<file path="config.mk">
export PLATFORM = sky130hd
export DESIGN_NAME = fifo_serial_tx
export DESIGN_NICKNAME = d
export VERILOG_FILES = /design/src/rtl/fifo_serial_pkg.sv /design/src/rtl/bit_timer.sv /design/src/rtl/fifo_serial_tx.sv
export SDC_FILE = /design/constraint.sdc
export NUM_CORES = 1
export LEC_CHECK = 0
export CELL_PAD_IN_SITES_DETAIL_PLACEMENT = 0
export CELL_PAD_IN_SITES_GLOBAL_PLACEMENT = 1
export CORE_MARGIN = 3
export CORE_UTILIZATION = 44
export DETAILED_ROUTE_END_ITERATION = 7
export PLACE_DENSITY_LB_ADDON = 0.25
export SYNTH_ARGS = -nofsm -noshare
export SYNTH_HDL_FRONTEND = slang
export SYNTH_HIERARCHICAL = 1
export SYNTH_SLANG_ARGS = --single-unit
</file>
<file path="constraint.sdc">
create_clock -name clk -period 4.6 [get_ports clk]
set_input_delay 0.46 -clock clk [delete_from_list [all_inputs] [get_ports clk]]
set_output_delay 0.46 -clock clk [all_outputs]
set_load 0.05 [all_outputs]
</file>
<file path="src/rtl/fifo_serial_pkg.sv">
// Shared types and constants for the FIFO serial drain path.
package fifo_serial_pkg;

  typedef enum logic [2:0] {
    IDLE   = 3'd0,
    START  = 3'd1,
    DATA   = 3'd2,
    PARITY = 3'd3,
    STOP   = 3'd4
  } tx_state_e;

  localparam int unsigned DSIZE_DEF     = 4;
  localparam int unsigned PARITY_EN_DEF = 1;
  localparam int unsigned FRAME_BITS    = 2 + DSIZE_DEF + PARITY_EN_DEF;

  // Counter width for values 0..n-1, never narrower than one bit.
  function automatic int unsigned cnt_width(input int unsigned n);
    return (n <= 1) ? 1 : $clog2(n);
  endfunction

endpackage

</file>
<file path="src/rtl/bit_timer.sv">
// Per-bit cycle counter; flags the last cycle of each serial bit.
module bit_timer
  import fifo_serial_pkg::*;
#(
  parameter int unsigned CLKS_PER_BIT = 4
) (
  input  logic clk,
  input  logic rst_n,
  input  logic clear,
  output logic bit_end,
  output logic bit_end_next
);

  localparam int unsigned CW = cnt_width(CLKS_PER_BIT);
  localparam logic [CW-1:0] LAST_CNT = CW'(CLKS_PER_BIT - 1);

  logic [CW-1:0] cnt_r;
  logic [CW-1:0] cnt_next_s;

  // Next count: wrap at the end of a bit, hold at zero while cleared.
  always_comb begin
    if (clear || (cnt_r == LAST_CNT)) begin
      cnt_next_s = {CW{1'b0}};
    end else begin
      cnt_next_s = cnt_r + CW'(1);
    end
  end

  assign bit_end      = (cnt_r == LAST_CNT);
  assign bit_end_next = (cnt_next_s == LAST_CNT);

  // Cycle counter register.
  always_ff @(posedge clk or negedge rst_n) begin
    if (!rst_n) begin
      cnt_r <= {CW{1'b0}};
    end else begin
      cnt_r <= cnt_next_s;
    end
  end

endmodule

</file>
<file path="src/rtl/fifo_serial_tx.sv">
// Pops words from a FWFT FIFO and sends each as a UART-like frame on txd:
// start, data LSB-first, optional even parity, stop.
module fifo_serial_tx
  import fifo_serial_pkg::*;
#(
  parameter int unsigned DSIZE        = 4,
  parameter int unsigned CLKS_PER_BIT = 4,
  parameter int unsigned PARITY_EN    = 1
) (
  input  logic             clk,
  input  logic             rst_n,
  input  logic             en,
  input  logic             empty,
  input  logic [DSIZE-1:0] rdata,
  output logic             rinc,
  output logic             txd,
  output logic             busy,
  output logic             frame_done
);

  localparam int unsigned BW = cnt_width(DSIZE + 1);
  localparam logic [BW-1:0] LAST_BIT = BW'(DSIZE - 1);

  tx_state_e        state_r, state_next_s;
  logic [DSIZE-1:0] shift_r, shift_next_s;
  logic             parity_r, parity_next_s;
  logic [BW-1:0]    bit_cnt_r, bit_cnt_next_s;
  logic             txd_r, txd_next_s;
  logic             busy_r, busy_next_s;
  logic             frame_done_r, frame_done_next_s;
  logic             rinc_s, clear_s, bit_end_s, bit_end_next_s;

  function automatic logic even_parity(input logic [DSIZE-1:0] d);
    return ^d;
  endfunction

  // Gated by rst_n so no pop is requested while the block is held in reset.
  assign rinc_s  = rst_n & (state_r == IDLE) & en & ~empty;
  assign clear_s = (state_r == IDLE);

  bit_timer #(
    .CLKS_PER_BIT(CLKS_PER_BIT)
  ) u_bit_timer (
    .clk         (clk),
    .rst_n       (rst_n),
    .clear       (clear_s),
    .bit_end     (bit_end_s),
    .bit_end_next(bit_end_next_s)
  );

  // Frame sequencing: next state, shift register, parity and data-bit count.
  always_comb begin
    state_next_s   = state_r;
    shift_next_s   = shift_r;
    parity_next_s  = parity_r;
    bit_cnt_next_s = bit_cnt_r;
    case (state_r)
      IDLE: begin
        if (rinc_s) begin
          state_next_s   = START;
          shift_next_s   = rdata;
          parity_next_s  = even_parity(rdata);
          bit_cnt_next_s = {BW{1'b0}};
        end else begin
          state_next_s = IDLE;
        end
      end
      START: begin
        if (bit_end_s) state_next_s = DATA;
        else           state_next_s = START;
      end
      DATA: begin
        if (bit_end_s) begin
          if (bit_cnt_r == LAST_BIT) begin
            bit_cnt_next_s = {BW{1'b0}};
            state_next_s   = (PARITY_EN != 0) ? PARITY : STOP;
          end else begin
            bit_cnt_next_s = bit_cnt_r + BW'(1);
            shift_next_s   = shift_r >> 1;
          end
        end else begin
          state_next_s = DATA;
        end
      end
      PARITY: begin
        if (bit_end_s) state_next_s = STOP;
        else           state_next_s = PARITY;
      end
      STOP: begin
        if (bit_end_s) state_next_s = IDLE;
        else           state_next_s = STOP;
      end
      default: begin
        state_next_s = IDLE;
      end
    endcase
  end

  // Outputs are derived from the upcoming state so the registers line up with state_r.
  always_comb begin
    txd_next_s        = 1'b1;
    busy_next_s       = (state_next_s != IDLE);
    frame_done_next_s = (state_next_s == STOP) && bit_end_next_s;
    case (state_next_s)
      IDLE:    txd_next_s = 1'b1;
      START:   txd_next_s = 1'b0;
      DATA:    txd_next_s = shift_next_s[0];
      PARITY:  txd_next_s = parity_next_s;
      STOP:    txd_next_s = 1'b1;
      default: txd_next_s = 1'b1;
    endcase
  end

  // State and output registers; reset aborts any frame and idles txd high at once.
  always_ff @(posedge clk or negedge rst_n) begin
    if (!rst_n) begin
      state_r      <= IDLE;
      shift_r      <= {DSIZE{1'b0}};
      parity_r     <= 1'b0;
      bit_cnt_r    <= {BW{1'b0}};
      txd_r        <= 1'b1;
      busy_r       <= 1'b0;
      frame_done_r <= 1'b0;
    end else begin
      state_r      <= state_next_s;
      shift_r      <= shift_next_s;
      parity_r     <= parity_next_s;
      bit_cnt_r    <= bit_cnt_next_s;
      txd_r        <= txd_next_s;
      busy_r       <= busy_next_s;
      frame_done_r <= frame_done_next_s;
    end
  end

  assign rinc       = rinc_s;
  assign txd        = txd_r;
  assign busy       = busy_r;
  assign frame_done = frame_done_r;

endmodule

</file>
==> results by group <==
Status
  • Run status: finished, final reports clean

Global route
  • Wire length of the first global-routing pass: 2450 µm
  • Number of antenna violations at the first check in global routing: 0
  • Number of global-route vias before repair: 556
  • Total routing usage reported by global routing: 13.3%
  • Pin count of the biggest net entering global routing: 18
  • Global route overflow: 0

Synth
  • Synth Instances: 75
  • Register bit total from synthesis: 16
  • EDFF count, synth: 0
  • Top-area cell type share of the netlist area: 44.8%
  • Biggest area contributors in the synthesized netlist: sky130_fd_sc_hd__dfrtp_1, sky130_fd_sc_hd__nand2_1, sky130_fd_sc_hd__dfstp_2, sky130_fd_sc_hd__ha_1, sky130_fd_sc_hd__nor4bb_4
  • Ys Warns: 6
  • Share of synthesized area occupied by flip-flops and latches: 48.0%
  • Post-synthesis cell area: 837 µm²
  • Syn_area_per_cell: 11.2 µm²
  • Async set-reset flop share out of synthesis: 100%
  • Number of distinct library cell variants in the gate-level netlist after synthesis: 33
  • Leading register cell type out of synthesis: sky130_fd_sc_hd__dfrtp_1
  • Cell type contributing the most total cell area after synthesis: sky130_fd_sc_hd__dfrtp_1
  • Synthesized netlist net count: 85

STA
  • Fmax: 0.322 GHz
  • Endpoints failing hold: 0
  • Final Critical Period: 3.11 ns
  • Total setup violations reported at the end of the flow: 0
  • Setup repair after global routing missed its margin: no
  • Smallest hold slack: 0.484 ns
  • Final slew viol count: 0
  • Slew HR: 67.0%
  • Total Neg Setup Slack: 0 ns
  • Crit share post-route: 67.6%
  • Transition time at the pin with the least slew margin: 0.494 ns
  • Final setup skew: 0.00301 ns

Routing
  • Vias per cell: 5.10
  • Remaining routing DRC violations: 0
  • Total via count after detailed routing: 571
  • Drt wl/cell: 12.5 µm
  • DRC marker count from the first detailed-route iteration: 4
  • DRT Wirelength: 1400 µm
  • First-pass DRT Iterations: 3
  • Remaining antenna violation count: 0

Setup path
  • Critical Path End Type: primary output
  • Biggest fanout along the worst timing path: 17
  • R2R cell count: 5
  • Arr. time, crit path: 2.65 ns
  • Setup CP Type: input port to primary output
  • Launching element type of the critical path: input port
  • Data required time at the worst endpoint: 4.14 ns

Placement
  • Final weighted congestion in routability-driven placement: 0.765
  • Detailed placement HPWL: 1040 µm
  • PortBufs: 11
  • Number of placed instances with taps included: 108

Layout
  • Net count of the finished layout: 98
  • Number of inserted diodes: 0
  • FILL cells: 168
  • Most frequent standard cell in the layout excluding fill and tap cells: sky130_fd_sc_hd__dfrtp_1
  • Number of standard cells in the layout, taps in and fillers out: 112
  • Area Overhead vs Synth: 17.9%
  • Layout cell share with drive strength beyond 1: 14.9%
  • Final cell utilization of the core: 56.0%
  • Most frequent cells in the layout: sky130_fd_sc_hd__dfrtp_1, sky130_fd_sc_hd__clkdlybuf4s50_1, sky130_fd_sc_hd__nand2_1, sky130_fd_sc_hd__nor2_1

Clock tree
  • Clock tree root driver cell: sky130_fd_sc_hd__clkbuf_4
  • Postcts setup bufs: 0
  • Number of buffers on the longest clock path: 2
  • CTS tree: done
  • TritonCTS buffer count: 3
  • Clock transition at the registers of the reported paths: 0.09 ns
  • Skew-Pair Late Insertion Delay: 0.29 ns
  • Number of sinks on the clock net: 16
  • Post-cts sizing count: 0
  • Number of buffers inserted by hold repair at cts: 0
  • Maximum level of the CTS H-tree: 1

Flow run
  • Max-capacitance violation count: 0

Floorplanning
  • Floorplan core area: 0.00176 mm²
  • I/O pin count: 12
  • Cell Rows: 15
  • Initial cell density of the core: 47.4%
  • Vert. Die Dim: 49.6 µm
  • Die Span X: 49.6 µm
  • Die area: 0.00246 mm²

Pwr
  • Cell Pwr Density: 545 mW/mm²
  • Leakage power total: 0.437 nW
  • Total Power Consumption: 0.000538 W
  • Worst vdd ir: 0.242 mV

Worst hold path
  • Type of the tightest min-delay check: input port to async pin
## final cells by class
type | count | area, µm² | area share [%]
flip-flops and latches | 16 | 402 | 40.7
clock buffers | 4 | 36.3 | 3.68
inverters | 2 | 7.51 | 0.760
multi-input cells | 53 | 393 | 39.8
well taps | 25 | 31.3 | 3.17
repair buffers | 12 | 118 | 11.9
## critical path, cell delays in order
cell and delay [ns]:
sky130_fd_sc_hd__clkdlybuf4s50_1 0.46, sky130_fd_sc_hd__buf_4 0.23, sky130_fd_sc_hd__nor4bb_4 0.30, sky130_fd_sc_hd__and2_1 0.33, sky130_fd_sc_hd__clkdlybuf4s50_1 0.86
## stage by stage
step / area [µm²] / worst slack, ns
global placement: 951 / 1.51
CTS: 987 / 1.47
finish: 987 / 1.49
global route: 987 / 1.38
detailed placement: 951 / 1.48
floorplan: 837 / 3.00
## logic make-up (layout without fill, tap and decap cells)
group	Yosys count	after routing	share of synthesized area, %
XOR/XNOR	4	4	4.19
AND/OR/NAND/NOR	30	30	22.4
multiplexers	1	1	1.35
adder cells (fa/ha/maj)	2	2	2.99
buffers and inverters	6	18	5.08
AO/OA/AOI/OAI	16	16	16.0
flip-flops	16	16	48.0
## metal layers
layer / wire [µm] / track usage [%] / up-vias
li1: - / - / 292
met1: 707 / 17.6 / 263
met2: 608 / 19.4 / 12
met3: 53 / 3.02 / 4
met4: 33 / 8.29 / 0
met5: 0 / 0 / -
## cell usage after synthesis (all sizes together) (2+ instances only)
library cell   n
a2bb2oi        2
nor2b          3
a22oi          3
dfrtp         15
buf            4
and2           3
o21ai          3
a22o           2
inv            2
ha             2
nor4b          2
xnor2          2
nand2         10
a31oi          2
xor2           2
nor2           4
nor3           2
## final timing paths
kind	startpoint	to	slack [ns]
max in group asynchronous	rst_n	txd	3.87
max	rst_n	rinc	1.49
min in group clk	shift_r[0]	shift_r[0]	0.50
max reg2reg	u_bit_timer/cnt_r[0]	txd	2.87
min reg2reg	shift_r[0]	shift_r[0]	0.50
min	rst_n	state_r[0]	0.48
## where the power goes
| part | internal (W) | leakage, nW | total (W) | switching (W) |
|---|---|---|---|---|
| logic | 0.0000964 | 0.211 | 0.000207 | 0.000111 |
| clock network | 0.0000482 | 0.0210 | 0.0000926 | 0.0000444 |
| registers | 0.000193 | 0.204 | 0.000239 | 0.0000451 |
| total | 0.000338 | 0.437 | 0.000538 | 0.000200 |
## flip-flops by register name, summed over array words and instances (netlist names)
name               count
parity_r               1
bit_cnt_r              3
txd                    1
shift_r                4
u_bit_timer/cnt_r      2
busy                   1
state_r                3
frame_done             1
No activity file was read; power rests on OpenSTA's default activity.
